## src/rtl/fetch_ctrl.sv

```systemverilog
`default_nettype none
// ============================================================================
// Module      : fetch_ctrl
// Description : Multi-cycle fetch / decode / control sequencer for a small
//               addi + bne datapath. Fetches over a req/valid handshake,
//               holds the instruction for one EXEC cycle while driving the
//               register-file and ALU controls, then updates pc and retired.
//   Ports     : clk, rst (async, active-low)
//               imem_req/imem_addr/imem_valid/imem_rdata : instruction fetch
//               EQ                                      : datapath compare flag
//               AD1/AD2/AD3/WE3/ALUsrc/ALUctrl/ImmOp    : datapath controls
//               pc, retired, halted                     : status
//   Options   : define FETCH_CTRL_TRAP_EN to halt on undecoded opcodes
//               (default: undecoded opcodes retire as NOPs).
// Revision    : 1.0 - initial release
// ============================================================================
module fetch_ctrl #(
    parameter int                    DATA_WIDTH          = 32,
    parameter int                    REG_FILE_ADDR_WIDTH = 5,
    parameter logic [DATA_WIDTH-1:0] RESET_PC            = '0
) (
    input  logic                           clk,
    input  logic                           rst,
    output logic                           imem_req,
    output logic [DATA_WIDTH-1:0]          imem_addr,
    input  logic                           imem_valid,
    input  logic [DATA_WIDTH-1:0]          imem_rdata,
    input  logic                           EQ,
    output logic [REG_FILE_ADDR_WIDTH-1:0] AD1,
    output logic [REG_FILE_ADDR_WIDTH-1:0] AD2,
    output logic [REG_FILE_ADDR_WIDTH-1:0] AD3,
    output logic                           WE3,
    output logic                           ALUsrc,
    output logic                           ALUctrl,
    output logic [DATA_WIDTH-1:0]          ImmOp,
    output logic [DATA_WIDTH-1:0]          pc,
    output logic [DATA_WIDTH-1:0]          retired,
    output logic                           halted
);

    localparam logic [6:0] C_OP_ADDI = 7'b0010011;
    localparam logic [6:0] C_OP_BNE  = 7'b1100011;
    localparam logic [2:0] C_F3_ADDI = 3'b000;
    localparam logic [2:0] C_F3_BNE  = 3'b001;

`ifdef FETCH_CTRL_TRAP_EN
    localparam int                C_ST_W     = 2;
    localparam logic [C_ST_W-1:0] C_ST_FETCH = 2'd0;
    localparam logic [C_ST_W-1:0] C_ST_EXEC  = 2'd1;
    localparam logic [C_ST_W-1:0] C_ST_HALT  = 2'd2;
`else
    localparam int                C_ST_W     = 1;
    localparam logic [C_ST_W-1:0] C_ST_FETCH = 1'b0;
    localparam logic [C_ST_W-1:0] C_ST_EXEC  = 1'b1;
`endif

    logic [C_ST_W-1:0]              r_state;
    logic [C_ST_W-1:0]              w_state_nxt;
    // Low during reset and for the first cycle after it, so the fetch
    // request only rises once the sequencer has seen a clock out of reset.
    logic                           r_run;
    logic [DATA_WIDTH-1:0]          r_pc;
    logic [DATA_WIDTH-1:0]          r_ir;
    logic [DATA_WIDTH-1:0]          r_retired;

    logic [6:0]                     w_opcode;
    logic [2:0]                     w_funct3;
    logic [REG_FILE_ADDR_WIDTH-1:0] w_rd;
    logic [REG_FILE_ADDR_WIDTH-1:0] w_rs1;
    logic [REG_FILE_ADDR_WIDTH-1:0] w_rs2;
    logic                           w_is_addi;
    logic                           w_is_bne;
    logic [DATA_WIDTH-1:0]          w_imm_i;
    logic [DATA_WIDTH-1:0]          w_imm_b;
    logic [DATA_WIDTH-1:0]          w_pc_nxt;
    logic                           w_xfer;
    logic                           w_retire;

    // ---------------------------------------------------------------- decode
    assign w_opcode  = r_ir[6:0];
    assign w_funct3  = r_ir[14:12];
    assign w_rd      = REG_FILE_ADDR_WIDTH'(r_ir[11:7]);
    assign w_rs1     = REG_FILE_ADDR_WIDTH'(r_ir[19:15]);
    assign w_rs2     = REG_FILE_ADDR_WIDTH'(r_ir[24:20]);
    assign w_is_addi = (w_opcode == C_OP_ADDI) && (w_funct3 == C_F3_ADDI);
    assign w_is_bne  = (w_opcode == C_OP_BNE)  && (w_funct3 == C_F3_BNE);
    assign w_imm_i   = {{(DATA_WIDTH-12){r_ir[31]}}, r_ir[31:20]};
    assign w_imm_b   = {{(DATA_WIDTH-13){r_ir[31]}}, r_ir[31], r_ir[7],
                        r_ir[30:25], r_ir[11:8], 1'b0};

    // Branch taken when the operands differ; everything else falls through.
    assign w_pc_nxt  = (w_is_bne && !EQ) ? (r_pc + w_imm_b)
                                         : (r_pc + DATA_WIDTH'(4));

    assign w_xfer    = (r_state == C_ST_FETCH) && r_run && imem_valid;

`ifdef FETCH_CTRL_TRAP_EN
    // A trapping instruction neither advances pc nor counts as retired.
    assign w_retire  = (r_state == C_ST_EXEC) && (w_is_addi || w_is_bne);
`else
    assign w_retire  = (r_state == C_ST_EXEC);
`endif

    // -------------------------------------------------------- state register
    always_ff @(posedge clk or negedge rst) begin
        if (!rst) begin
            r_state <= C_ST_FETCH;
        end else begin
            r_state <= w_state_nxt;
        end
    end

    // ------------------------------------------------------------ next state
    always_comb begin
        w_state_nxt = r_state;
        case (r_state)
            C_ST_FETCH: begin
                if (w_xfer) begin
                    w_state_nxt = C_ST_EXEC;
                end
            end
            C_ST_EXEC: begin
`ifdef FETCH_CTRL_TRAP_EN
                if (w_is_addi || w_is_bne) begin
                    w_state_nxt = C_ST_FETCH;
                end else begin
                    w_state_nxt = C_ST_HALT;
                end
`else
                w_state_nxt = C_ST_FETCH;
`endif
            end
`ifdef FETCH_CTRL_TRAP_EN
            C_ST_HALT: begin
                w_state_nxt = C_ST_HALT;
            end
`endif
            default: begin
                w_state_nxt = C_ST_FETCH;
            end
        endcase
    end

    // ------------------------------------------------ pc / ir / retired regs
    always_ff @(posedge clk or negedge rst) begin
        if (!rst) begin
            r_run     <= 1'b0;
            r_pc      <= RESET_PC;
            r_ir      <= '0;
            r_retired <= '0;
        end else begin
            r_run <= 1'b1;
            if (w_xfer) begin
                r_ir <= imem_rdata;
            end
            if (w_retire) begin
                r_pc      <= w_pc_nxt;
                r_retired <= r_retired + DATA_WIDTH'(1);
            end
        end
    end

    // --------------------------------------------------------------- outputs
    always_comb begin
        imem_req = 1'b0;
        AD1      = '0;
        AD2      = '0;
        AD3      = '0;
        WE3      = 1'b0;
        ALUsrc   = 1'b0;
        ALUctrl  = 1'b0;
        ImmOp    = '0;
        halted   = 1'b0;
        case (r_state)
            C_ST_FETCH: begin
                imem_req = r_run;
            end
            C_ST_EXEC: begin
                if (w_is_addi) begin
                    AD1    = w_rs1;
                    AD3    = w_rd;
                    WE3    = (w_rd != '0);
                    ALUsrc = 1'b1;
                    ImmOp  = w_imm_i;
                end else if (w_is_bne) begin
                    AD1     = w_rs1;
                    AD2     = w_rs2;
                    ALUctrl = 1'b1;
                    ImmOp   = w_imm_b;
                end
            end
`ifdef FETCH_CTRL_TRAP_EN
            C_ST_HALT: begin
                halted = 1'b1;
            end
`endif
            default: begin
                imem_req = 1'b0;
            end
        endcase
    end

    assign imem_addr = r_pc;
    assign pc        = r_pc;
    assign retired   = r_retired;

endmodule
`default_nettype wire
```

## config.mk

```make
export PLATFORM = sky130hd
export DESIGN_NAME = fetch_ctrl
export DESIGN_NICKNAME = d
export VERILOG_FILES = /design/src/rtl/fetch_ctrl.sv
export SDC_FILE = /design/constraint.sdc
export NUM_CORES = 1
export LEC_CHECK = 0
export BUFFER_PORTS_ARGS = -buffer_cell sky130_fd_sc_hd__buf_2
export CAP_MARGIN = 5
export CORE_UTILIZATION = 25
export CTS_CLUSTER_DIAMETER = 200
export DETAILED_ROUTE_END_ITERATION = 12
export PLACE_DENSITY_LB_ADDON = 0.2
export SLEW_MARGIN = 20
export SYNTH_ARGS = -nofsm -noshare
export SYNTH_HDL_FRONTEND = slang
export SYNTH_SLANG_ARGS = --single-unit
```

## constraint.sdc

```tcl
create_clock -name clk -period 3.8 [get_ports clk]
set_input_delay 0.76 -clock clk [delete_from_list [all_inputs] [get_ports clk]]
set_output_delay 0.76 -clock clk [all_outputs]
set_load 0.1 [all_outputs]
```

==> impl_metrics.ini <==
[power]
p_int_mw = 1.99
p_seq_share_pct = 34.9
pwr-share-comb_pct = 37.4
netSwitchingPower_mw = 1.68
power.leakage_nw = 4.29
switching_share_pct = 45.8
ir_worst_vdd_mv = 0.417
clkPwrFrac_pct = 27.7
powerDensity_mw_per_mm2 = 421

[floorplanning]
core-area_mm2 = 0.0272
initial_core_util_pct = 25.8
die_x_um = 169
die_h_um = 169
pin_count = 184
rows = 60
die-area_mm2 = 0.0287

[placement]
post-place-ws_ps = 554
dp.cells = 1311
placed_area_mm2 = 0.00840
routabilityCongestion = 0.794
dpl.hpwl_mm = 15.5
io_buffers = 180

[sta]
hold_viol = 0
worstMarginPinSlew_ps = 757
report.final.setup_viol = 0
setup_slack_ps = 198
fmax_mhz = 278
drv_slew = 0
skew_ps = 7.15
finalCriticalPeriod_ps = 3600
slew_headroom_pct = 49.5
fin_crit_sh_pct = 94.8
tns_ps = 0
rsz0062_at_grt = no

[clocking]
path_clk_slew_ps = 80
clk_latency_ps = 350
cts_hold_buf = 0
postCtsResizedCells = 0
root_buffer = clkbuf_16
cts_buffers = 9
cts.htree.levels = 3
cts_setup_buffers = 0
ctsLongestPathBuffers = 2
cts_tree = yes
cts_num_sinks = 97

[cells_and_area]
fin_cells = 1327
antenna_cells = 0
nFillCells = 2913
num-nets-final = 1019
area_growth_pct = 24.7
final_area_mm2 = 0.00873
drive_above_1_share_pct = 26.6

[global_routing]
overflow = 0
grt.total_usage_pct = 14.6
antenna_found_initial = 0
grt_pass1_wl_mm = 33.4
grt_pass1_vias = 6090
grt_max_degree = 78

[critical_path]
crit_buf_inv = 3
worstSetupEndpointType = output port
worstPathCellList = nor4_1 > and3_1 > nand2_1 > nor4_2 > buf_4 > or2_2 > and2_1 > buf_12 > buf_12
cp_max_fo = 20
crit_family = simple AND/OR/NAND/NOR gates
crit_slowest_cell = dfrtp_1
worstSetupPathType = register to output port
critPathArrivalTime_ps = 2840
path_common_cell = buf_12
cp.required_ps = 3040
slowest_delay_ps = 380
startpoint_type = register

[synth]
yosys_register_bits = 97
avgSynthCellArea_um2 = 8.46
async_flop_share_pct = 100
synthCells = 827
synth-edff-count = 0
synth.distinct_cells = 81
syn_area_mm2 = 0.00700
ys_warn_count = 0
synth_ff_type = dfrtp_1
synth_sequential_area_ratio_pct = 34.7

[drt]
drt-initial-drc-count = 326
drc_errors = 0
firstDrtPassIters = 5
routed_wl_mm = 20.6
drtAntennaViolNets = 0
vias_per_cell = 4.68
routedWlPerCell_um = 15.5
vias = 6215

[min_path]
min_path_type = input pin to async pin

[status]
status = finished clean

[flow_run]
drv_cap = 0
cell usage after synthesis, types with 4 or more instances:
| library cell | instances | area [um2] |
|---|---|---|
| nand2_1 | 164 | 616 |
| dfrtp_1 | 97 | 2430 |
| a21oi_1 | 63 | 315 |
| buf_4 | 55 | 413 |
| o21ai_0 | 40 | 200 |
| nand3_1 | 34 | 170 |
| ha_1 | 32 | 400 |
| nor2_1 | 31 | 116 |
| and2_1 | 28 | 175 |
| xnor2_1 | 27 | 236 |
| clkbuf_1 | 24 | 90.1 |
| xor2_1 | 18 | 158 |
| nand4_1 | 17 | 106 |
| and3_1 | 16 | 100 |
| nor3_1 | 15 | 75.1 |
| a21o_1 | 12 | 90.1 |
| inv_1 | 10 | 37.5 |
| o21a_1 | 10 | 75.1 |
| a211oi_1 | 7 | 52.6 |
| a22o_1 | 7 | 61.3 |
| nor4_1 | 7 | 43.8 |
| a31oi_1 | 6 | 37.5 |
| nor2b_1 | 6 | 37.5 |
| nand2b_1 | 5 | 31.3 |
| or2_2 | 5 | 31.3 |
| mux2i_1 | 4 | 40.0 |
cells by family (layout without fill, tap and decap cells):
family | after synthesis | count (layout) | synth area share, %
and+or+nand+nor | 356 | 356 | 25.2
xor gates and xnor gates | 45 | 45 | 5.63
buffers and inverters | 97 | 223 | 8.83
muxes | 5 | 5 | 0.733
DFF | 97 | 97 | 34.7
other | 2 | 4 | 0.107
adders and majority gates | 33 | 33 | 6.01
AOI/OAI and AO/OA | 192 | 192 | 18.8
layout make-up:
type	instances	area, um2	area share (%)
clock buffers	9	225	2.58
repair buffers	196	1510	17.2
flip-flops and latches	97	2430	27.8
well taps	372	465	5.33
inverters	11	41.3	0.473
clock inverters	7	97.6	1.12
multi-input cells	635	3970	45.4
layer usage:
| metal | track usage [%] | share of wire (%) | vias up |
|---|---|---|---|
| met1 | 20.6 | 49 | 2938 |
| met5 | 0 | 0 | - |
| li1 | - | - | 3106 |
| met4 | 3.56 | 1.4 | 0 |
| met3 | 2.89 | 4.7 | 12 |
| met2 | 22.9 | 45 | 159 |
placed cells by master (no fill, tap or decap), types with 10 or more instances in the layout:
master,Yosys,routed
buf_4,55,15
o21ai_0,40,40
buf_12,0,32
xnor2_1,27,27
xor2_1,18,18
o21a_1,10,10
and2_1,28,28
nor2_1,31,31
a21oi_1,63,63
inv_1,10,10
dfrtp_1,97,96
nor3_1,15,15
nand4_1,17,17
a21o_1,12,12
ha_1,32,32
and3_1,16,16
nand3_1,34,34
nand2_1,164,164
buf_2,1,148
registers in the layout, summed over array words and instances (netlist names):
signal,cells
r_ir,32
r_run,1
r_state,1
retired,32
imem_addr,31
final timing paths:
| kind | from | cells after the start | slack (ps) | endpoint |
|---|---|---|---|---|
| min in group clk | retired[31] | 1 | 470 | retired[31] |
| hold / removal | rst | 1 | 410 | retired[22] |
| setup reg to reg | r_ir[8] | 11 | 810 | imem_addr[31] |
| hold reg to reg | retired[31] | 1 | 470 | retired[31] |
| max in group asynchronous | rst | 2 | 2650 | imem_addr[25] |
| setup / recovery | r_ir[3] | 9 | 200 | ImmOp[22] |
power groups by stage:
stage          clock (mW)  sequential [mW]  combinational [mW]
3_5_place_dp            0             1.31                1.38
3_3_place_gp            0             1.30                1.38
6_report             1.02             1.28                1.37
5_1_grt              1.08             1.31                1.47
2_1_floorplan           0             1.65               0.778
4_1_cts              1.05             1.29                1.39
stage by stage:
step	power [mW]	hold slack (ps)	util, %
2_1_floorplan	2.43	437	-
3_3_place_gp	2.69	453	30.9
3_5_place_dp	2.69	454	30.9
4_1_cts	3.72	473	32.1
5_1_grt	3.86	485	32.1
6_report	3.67	411	32.1
Power figures use the tool's default switching activity.
